### src/rtl/pdm_rx.sv
// pdm_rx -- PDM microphone receiver and decimator.
//
// Generates the microphone bit clock, resynchronises the 1-bit PDM stream,
// takes one bit per pdm_clk period, and decimates it with a 3rd-order CIC
// (R = 2**DECIM_LOG2, differential delay 1) into signed NBITS PCM samples.
//
// Ports:
//   clk        in   system clock, all logic on the rising edge
//   rst        in   synchronous active-high reset
//   pdm_clk    out  microphone bit clock, period 2*CLK_DIV clk cycles
//   pdm_din    in   asynchronous PDM data from the microphone
//   dout       out  decimated PCM sample, signed NBITS, held between strobes
//   dout_valid out  one-cycle strobe marking a new dout (after warm-up)
module pdm_rx #(
  parameter int NBITS      = 16,
  parameter int CLK_DIV    = 4,
  parameter int DECIM_LOG2 = 6
) (
  input  logic                    clk,
  input  logic                    rst,
  output logic                    pdm_clk,
  input  logic                    pdm_din,
  output logic signed [NBITS-1:0] dout,
  output logic                    dout_valid
);

  // Filter word: R^3 = 2^(3*DECIM_LOG2) must be representable with sign.
  localparam int W  = 3 * DECIM_LOG2 + 2;
  localparam int S  = 3 * DECIM_LOG2 + 1 - NBITS;
  localparam int DW = (CLK_DIV > 1) ? $clog2(CLK_DIV) : 1;

  localparam logic [DW-1:0] DIV_LAST = DW'(CLK_DIV - 1);
  localparam logic signed [W-1:0] SAT_MAX = {{(W-NBITS+1){1'b0}}, {(NBITS-1){1'b1}}};
  localparam logic signed [W-1:0] SAT_MIN = {{(W-NBITS+1){1'b1}}, {(NBITS-1){1'b0}}};

  // ---------------------------------------------------------------------
  // Bit clock generator
  // ---------------------------------------------------------------------
  logic [DW-1:0] div_cnt;
  logic          div_wrap;

  assign div_wrap = (div_cnt == DIV_LAST);

  always_ff @(posedge clk) begin
    if (rst) begin
      div_cnt <= '0;
      pdm_clk <= 1'b0;
    end else begin
      if (div_wrap) begin
        div_cnt <= '0;
        pdm_clk <= ~pdm_clk;
      end else begin
        div_cnt <= div_cnt + 1'b1;
      end
    end
  end

  // ---------------------------------------------------------------------
  // Input synchroniser
  // ---------------------------------------------------------------------
  logic sync_meta;
  logic sync_q;

  always_ff @(posedge clk) begin
    if (rst) begin
      sync_meta <= 1'b0;
      sync_q    <= 1'b0;
    end else begin
      sync_meta <= pdm_din;
      sync_q    <= sync_meta;
    end
  end

  // Sample on the last clk cycle before pdm_clk rises: the microphone has
  // had a whole half period since the falling edge to settle its data.
  logic bit_strobe;
  assign bit_strobe = div_wrap && !pdm_clk;

  // Bit 1 -> +1, bit 0 -> -1 (all ones in two's complement).
  logic signed [W-1:0] x;
  assign x = sync_q ? W'(1) : '1;

  // ---------------------------------------------------------------------
  // Integrators (each stage consumes the previous stage's updated value)
  // ---------------------------------------------------------------------
  logic signed [W-1:0] integ [3];
  logic signed [W-1:0] integ_next [3];

  assign integ_next[0] = integ[0] + x;

  generate
    for (genvar gi = 1; gi < 3; gi++) begin : g_integ_chain
      assign integ_next[gi] = integ[gi] + integ_next[gi-1];
    end
  endgenerate

  // ---------------------------------------------------------------------
  // Decimation counter and warm-up tracking
  // ---------------------------------------------------------------------
  logic [DECIM_LOG2-1:0] dec_cnt;
  logic                  dec_wrap;
  logic [1:0]            warm_cnt;

  assign dec_wrap = bit_strobe && (dec_cnt == {DECIM_LOG2{1'b1}});

  // ---------------------------------------------------------------------
  // Combs: evaluated combinationally on the wrap strobe, input is the
  // freshly updated last integrator.
  // ---------------------------------------------------------------------
  logic signed [W-1:0] comb_dly [3];
  logic signed [W-1:0] comb_in  [3];
  logic signed [W-1:0] comb_out [3];

  assign comb_in[0] = integ_next[2];

  generate
    for (genvar gi = 0; gi < 3; gi++) begin : g_comb_chain
      assign comb_out[gi] = comb_in[gi] - comb_dly[gi];
      if (gi < 2) begin : g_link
        assign comb_in[gi+1] = comb_out[gi];
      end
    end
  endgenerate

  // Pipeline stage between the comb result and the scaler.
  logic signed [W-1:0] c_reg;
  logic                calc_reg;   // a decimated result is in c_reg
  logic                flag_reg;   // that result is past warm-up

  always_ff @(posedge clk) begin
    if (rst) begin
      for (int k = 0; k < 3; k++) begin
        integ[k]    <= '0;
        comb_dly[k] <= '0;
      end
      dec_cnt  <= '0;
      warm_cnt <= '0;
      c_reg    <= '0;
      calc_reg <= 1'b0;
      flag_reg <= 1'b0;
    end else begin
      calc_reg <= dec_wrap;
      flag_reg <= dec_wrap && (warm_cnt == 2'd3);
      if (bit_strobe) begin
        for (int k = 0; k < 3; k++) begin
          integ[k] <= integ_next[k];
        end
        dec_cnt <= dec_cnt + 1'b1;
      end
      if (dec_wrap) begin
        for (int k = 0; k < 3; k++) begin
          comb_dly[k] <= comb_in[k];
        end
        c_reg <= comb_out[2];
        if (warm_cnt != 2'd3) begin
          warm_cnt <= warm_cnt + 1'b1;
        end
      end
    end
  end

  // ---------------------------------------------------------------------
  // Output scaling and saturation
  // ---------------------------------------------------------------------
  logic signed [W-1:0] scaled;
  logic signed [W-1:0] sat_val;

  assign scaled = c_reg >>> S;

  always_comb begin
    sat_val = scaled;
    if (scaled > SAT_MAX) begin
      sat_val = SAT_MAX;
    end else if (scaled < SAT_MIN) begin
      sat_val = SAT_MIN;
    end
  end

  always_ff @(posedge clk) begin
    if (rst) begin
      dout       <= '0;
      dout_valid <= 1'b0;
    end else begin
      dout_valid <= calc_reg && flag_reg;
      if (calc_reg) begin
        dout <= sat_val[NBITS-1:0];
      end
    end
  end

endmodule

### config.mk
export PLATFORM = sky130hd
export DESIGN_NAME = pdm_rx
export DESIGN_NICKNAME = d
export VERILOG_FILES = /design/src/rtl/pdm_rx.sv
export SDC_FILE = /design/constraint.sdc
export NUM_CORES = 1
export LEC_CHECK = 0
export BUFFER_PORTS_ARGS = -buffer_cell sky130_fd_sc_hd__buf_4
export CAP_MARGIN = 30
export CORE_UTILIZATION = 50
export DETAILED_ROUTE_END_ITERATION = 10
export PLACE_DENSITY = 0.74
export SLEW_MARGIN = 10
export SYNTH_ARGS = -nofsm -noshare
export SYNTH_HDL_FRONTEND = slang
export SYNTH_SLANG_ARGS = --single-unit
### constraint.sdc
create_clock -name clk -period 8.6 [get_ports clk]
set_clock_uncertainty 0.2 [all_clocks]
set_input_delay 0 -clock clk [delete_from_list [all_inputs] [get_ports clk]]
set_output_delay 0 -clock clk [all_outputs]
set_load 0.02 [all_outputs]
==> results of run 1 <==
## cell usage after synthesis, drive strengths merged, types with 3 or more instances
cell type / n / share of area
a211o: 6 / 0.0046
o21a: 11 / 0.0072
edfxtp: 120 / 0.32
or2: 5 / 0.0027
nor3b: 3 / 0.0020
or3: 10 / 0.0055
and2: 40 / 0.022
nor2: 120 / 0.039
o211ai: 6 / 0.0039
o21ai: 64 / 0.028
nor3: 19 / 0.0083
a311oi: 17 / 0.013
a221oi: 3 / 0.0023
a211oi: 7 / 0.0055
clkbuf: 30 / 0.0099
dfxtp: 49 / 0.086
a21boi: 10 / 0.0066
xor2: 34 / 0.026
a21o: 33 / 0.022
nand2b: 18 / 0.0099
and3b: 31 / 0.024
inv: 119 / 0.039
xnor2: 63 / 0.048
xnor3: 3 / 0.0060
nor2b: 23 / 0.013
o2111ai: 4 / 0.0031
and3: 8 / 0.0044
ha: 116 / 0.13
a31oi: 11 / 0.0060
o21bai: 7 / 0.0046
a2111oi: 4 / 0.0031
nand2: 72 / 0.024
a21oi: 64 / 0.028
a221o: 3 / 0.0026
o31a: 3 / 0.0023
o221ai: 4 / 0.0031
nand3: 17 / 0.0074
nand4: 3 / 0.0016
o31ai: 4 / 0.0026
fa: 5 / 0.0088
## repair_timing
| action | 4_1_cts | 5_1_grt |
|---|---|---|
| endpoints found under the hold margin | 25 | 0 |
| resized for setup | 3 | 55 |
| hold buffers | 3 | 0 |
| pin swaps | 0 | 40 |
| buffers inserted | 0 | 12 |
| setup endpoints to repair | 1 | 5 |
## routing by layer
| layer | vias up | wire length (um) |
|---|---|---|
| met5 | - | 0 |
| met2 | 102 | 10700 |
| met1 | 4105 | 11300 |
| li1 | 4350 | - |
| met4 | 0 | 219 |
| met3 | 16 | 532 |
## final cells by class
class | count | area, sq um
clock inverter | 12 | 119
sequential | 169 | 4590
clock buffer | 20 | 478
multi-input combinational | 877 | 6550
inverter | 119 | 447
tap | 280 | 350
fill | 1836 | 9130
timing repair buffer | 57 | 439
## worst register-to-register path, delay by kind of cell (launching register included)
| family | cells | cell delay [ns] |
|---|---|---|
| xor gates and xnor gates | 4 | 0.89 |
| and+or+nand+nor | 10 | 1.46 |
| adders and majority gates | 6 | 2.30 |
| AOI/OAI and AO/OA | 15 | 2.69 |
| DFF | 1 | 0.43 |
| buffers and inverters | 2 | 0.15 |
## metrics by stage
stage / util / setup TNS, ns
finish: 0.587 / 0
global route: 0.587 / -0.0996
CTS: 0.570 / 0
detailed placement: 0.542 / 0
global placement: 0.542 / 0
floorplan: - / 0
## worst paths after layout
kind	startpoint	to	slack, ns	cells past startpoint
worst max-delay path	integ[0][0]	c_reg[19]	0.35	37
worst min-delay path	flag_reg	dout_valid	0.23	2
worst max register to register	integ[0][0]	c_reg[19]	0.35	37
worst min register to register	flag_reg	dout_valid	0.23	2
## cells in the final DEF, fill, tap and decap left out, types with 5 or more instances in the layout
cell type,instances
a211o_1,6
a21boi_1,8
a21o_1,33
a21oi_1,57
a21oi_2,7
a311oi_1,16
a31oi_1,8
and2_1,39
and3_1,8
and3b_1,31
buf_4,53
clkbuf_16,18
dfxtp_1,48
edfxtp_1,120
ha_1,111
inv_1,117
nand2_1,72
nand2b_1,18
nand3_1,17
nor2_1,119
nor2b_1,20
nor3_1,17
o211ai_1,6
o21a_1,11
o21ai_0,39
o21ai_1,22
o21bai_1,6
or3_1,10
xnor2_1,57
xnor2_2,6
xor2_1,29
xor2_2,5
## cell families (layout without fill, tap and decap cells)
family | after synthesis | count (layout) | synth area share
simple gates | 377 | 377 | 0.169
flops | 169 | 169 | 0.401
buf+inv | 151 | 208 | 0.0496
fa+ha+maj | 121 | 121 | 0.136
compound gates | 277 | 277 | 0.163
mux | 2 | 2 | 0.00175
xor+xnor | 100 | 100 | 0.0804
==> metrics, run 1 <==
cell count after placement=1486; YS warnings=0; final hold violations=0; Most common cell on crit path=a21o_1; num rows=54; fraction of final layout cells sized beyond drive strength 1=0.119; WL per Instance=14.9 um; routed wire length=22800 um; Max H-tree Level=4; Antenna Nets Post-Route=0; GR Util met2=0.309; root buffer cell=clkbuf_16; Synth Instances=1197; antenna violations before repair=0; diodes inserted=0; kind of critical path=reg -> reg; final hold slack=0.230 ns; Num CTS Buffers=17; pin count of the biggest net entering global routing=80; maximum root-to-sink buffer count=2; Synth Area per Inst=9.55 sq um; Worst Path Required=8.69 ns; Setup violations, final=0; CTS tree=built; IO Pins=21; total grt overflow=0; Core Footprint=0.0221 sq mm; Top FF cell, synth=edfxtp_1; fmax=121 MHz; Worst-path clk slew=0.07 ns; count of pins over their slew limit=0; Worst Path Max Fanout=4; total of max-cap violations=0; Port Buffers=20; critical path's top delay family=compound AO/OA/AOI/OAI gates; outcome=completed; initial drt markers=543; first-pass GRT wire length=37000 um; Finished Cell Area=0.0130 sq mm; post-synthesis async set-or-reset flop share=0; final worst slack=0.354 ns; synthesized flop and latch total=169; die area=0.0235 sq mm; minimum clock period=8.25 ns; Worst-Margin Slew=0.857 ns; Setup WS pre-CTS=0.0284 ns; GP Congestion=0.842; Die Width=153 um; worst path bufs/invs=2; largest stage delay on the critical path=0.57 ns; worst slew margin relative to its limit=0.414; HP Class=reg -> reg; drt pass-1 iters=5; Clock Latency Late Sink=0.44 ns; CP max-delay cell=fa_2; fin crit share=0.959; total global-route track usage=0.192; Mapped Area=0.0114 sq mm; post-synth cell types=67; Via density=5.59; vias post-DR=8573; starting density of the core=0.517; vias in the first global route=7927; sequential-to-total area share from yosys stat=0.401; DP Area=0.0120 sq mm; detailed placement HPWL=15100 um; Final #Nets=1365; DR DRC count=0; non-filler cells, final=1534; Startpoint Class=flop; Area Overhead vs Synth=13.5%; global routing's busiest layer=met2; crit path DAT=8.34 ns; CTS sink cnt=169; M3 GR Usage=0.0346; crit end category=flop; grt met1 use=0.267; Post-synth EDFFs=120; Synth Net Count=1321; Die H=153 um
Power of run 1 is left out: the tool's default activity adds up to more than one toggle a clock period on the data nets, which glitch-free logic cannot reach.
==> run 2: changes to the inputs <==
--- a/config.mk
+++ b/config.mk
@@ -7,9 +7,11 @@
 export LEC_CHECK = 0
 export BUFFER_PORTS_ARGS = -buffer_cell sky130_fd_sc_hd__buf_4
 export CAP_MARGIN = 30
-export CORE_UTILIZATION = 50
+export CELL_PAD_IN_SITES_DETAIL_PLACEMENT = 2
+export CELL_PAD_IN_SITES_GLOBAL_PLACEMENT = 2
+export CORE_UTILIZATION = 38
 export DETAILED_ROUTE_END_ITERATION = 10
-export PLACE_DENSITY = 0.74
+export PLACE_DENSITY = 0.84
 export SLEW_MARGIN = 10
 export SYNTH_ARGS = -nofsm -noshare
 export SYNTH_HDL_FRONTEND = slang
==> run 2 against run 1 <==
  * The run now ends with setup timing left
  * Non-clock buffer count rose by 36
  * Global-route usage increased by 4.6 points
  * Fmax shrank 8.9%
  * Critical path type unchanged
  * Highest routed layer unchanged
==> metrics, run 2 (synthesis results as in run 1) <==
outcome=finished, violations left; failing checks=setup timing; pin count of the biggest net entering global routing=80; Finished Cell Area=0.0141 sq mm; crit path DAT=9.19 ns; worst slew margin relative to its limit=0.339; Via density=5.94; routed wire length=46000 um; num rows=63; final hold slack=0.239 ns; GP Congestion=0.779; commonest non-fill, non-tap cell in the layout=edfxtp_1; DP Area=0.0121 sq mm; fin crit share=1.05; Antenna Nets Post-Route=0; largest stage delay on the critical path=0.49 ns; first-pass GRT wire length=57200 um; CTS sink cnt=169; DR DRC count=0; vias post-DR=9978; Die Width=175 um; fraction of final layout cells sized beyond drive strength 1=0.216; total global-route track usage=0.238; Worst Path Max Fanout=4; non-filler cells, final=1680; flop2flop setup slack=-0.45 ns; Worst-path clk slew=0.09 ns; R2R Path End=c_reg[18]; Final #Nets=1401; Core Footprint=0.0296 sq mm; R2R cell count=39; IO Pins=21; Die H=175 um; Clock Latency Late Sink=0.48 ns; diodes inserted=0; antenna violations before repair=1; root buffer cell=clkbuf_16; Area Overhead vs Synth=23.3%; Worst-Margin Slew=0.990 ns; fmax=110 MHz; Worst Setup EP=c_reg[18]; kind of critical path=reg -> reg; minimum clock period=9.05 ns; maximum root-to-sink buffer count=2; WL per Instance=27.4 um; CP Launch Point=integ[0][1]; final hold violations=0; most frequent cells in the layout=edfxtp_1 (120), inv_1 (116), nor2_1 (114); count of pins over their slew limit=0; Port Buffers=20; final worst slack=-0.452 ns; CP max-delay cell=edfxtp_1; HP Class=reg -> reg; die area=0.0308 sq mm; cell count after placement=1598; detailed placement HPWL=21700 um; Total Neg Setup Slack=-1.34 ns; Max H-tree Level=4; drt pass-1 iters=5; total grt overflow=0; Setup violations, final=5; Num CTS Buffers=17; total of max-cap violations=0; starting density of the core=0.386; vias in the first global route=10400; Startpoint Class=flop; Critical R2R Launch=integ[0][1]; crit end category=flop; Worst Path Required=8.74 ns; CTS tree=built; initial drt markers=672
[run 2: cell types whose count changed in the layout (fill, tap and decap cells not counted), moves of 8 or more]
cell,before,now
o21ai_0,39,31
ha_1,111,85
a21oi_1,57,42
ha_4,2,18
a21oi_2,7,17
xnor2_2,6,29
ha_2,3,13
o21ai_2,3,12
xnor2_1,57,34
buf_4,53,87
[run 2: final cells by class]
type / count / area [sq um]
Clock buffer: 19 / 454
Clock inverter: 13 / 121
Fill cell: 3109 / 15500
Inverter: 119 / 449
Multi-Input combinational cell: 877 / 7250
Sequential cell: 169 / 4590
Tap cell: 390 / 488
Timing Repair Buffer: 93 / 746
[run 2: metal layers]
layer / track usage / up-vias / wire length [um]
li1: - / 4402 / -
met1: 0.278 / 5157 / 18300
met2: 0.439 / 299 / 24000
met3: 0.0353 / 120 / 1690
met4: 0.0844 / 0 / 1960
met5: 0 / - / 0
[run 2: how the worst min path moves through the flow]
stage,from,end,depth (start not counted)
finish,div_cnt[0],div_cnt[0],1
floorplan,pdm_din,sync_meta,1
CTS,div_cnt[0],div_cnt[0],1
detailed placement,pdm_din,sync_meta,2
global placement,pdm_din,sync_meta,2
global route,div_cnt[0],div_cnt[0],1
[run 2: timing repair]
| action | 4_1_cts | 5_1_grt |
|---|---|---|
| gates resized for setup | 41 | 146 |
| endpoints found under the setup margin | 4 | 7 |
| hold buffers | 3 | 0 |
| setup buffers | 13 | 34 |
| pin swaps | 15 | 61 |
| hold endpoints to repair | 22 | 0 |
[run 2: per-stage QoR]
step	setup WS, ns	utilization
global route	-0.718	0.476
finish	-0.452	0.476
detailed placement	-0.372	0.410
global placement	0.0699	0.408
floorplan	0.299	-
CTS	0.00214	0.440
[run 2: critical path: cells and delay by family (launching register included)]
kind            cells  cell delay (ns)
compound gates     15             2.98
fa+ha+maj           6             1.85
simple gates        7             1.45
xor+xnor            6             1.24
buf+inv             5             0.69
flops               1             0.49
Power of run 2 is left out for the same reason.
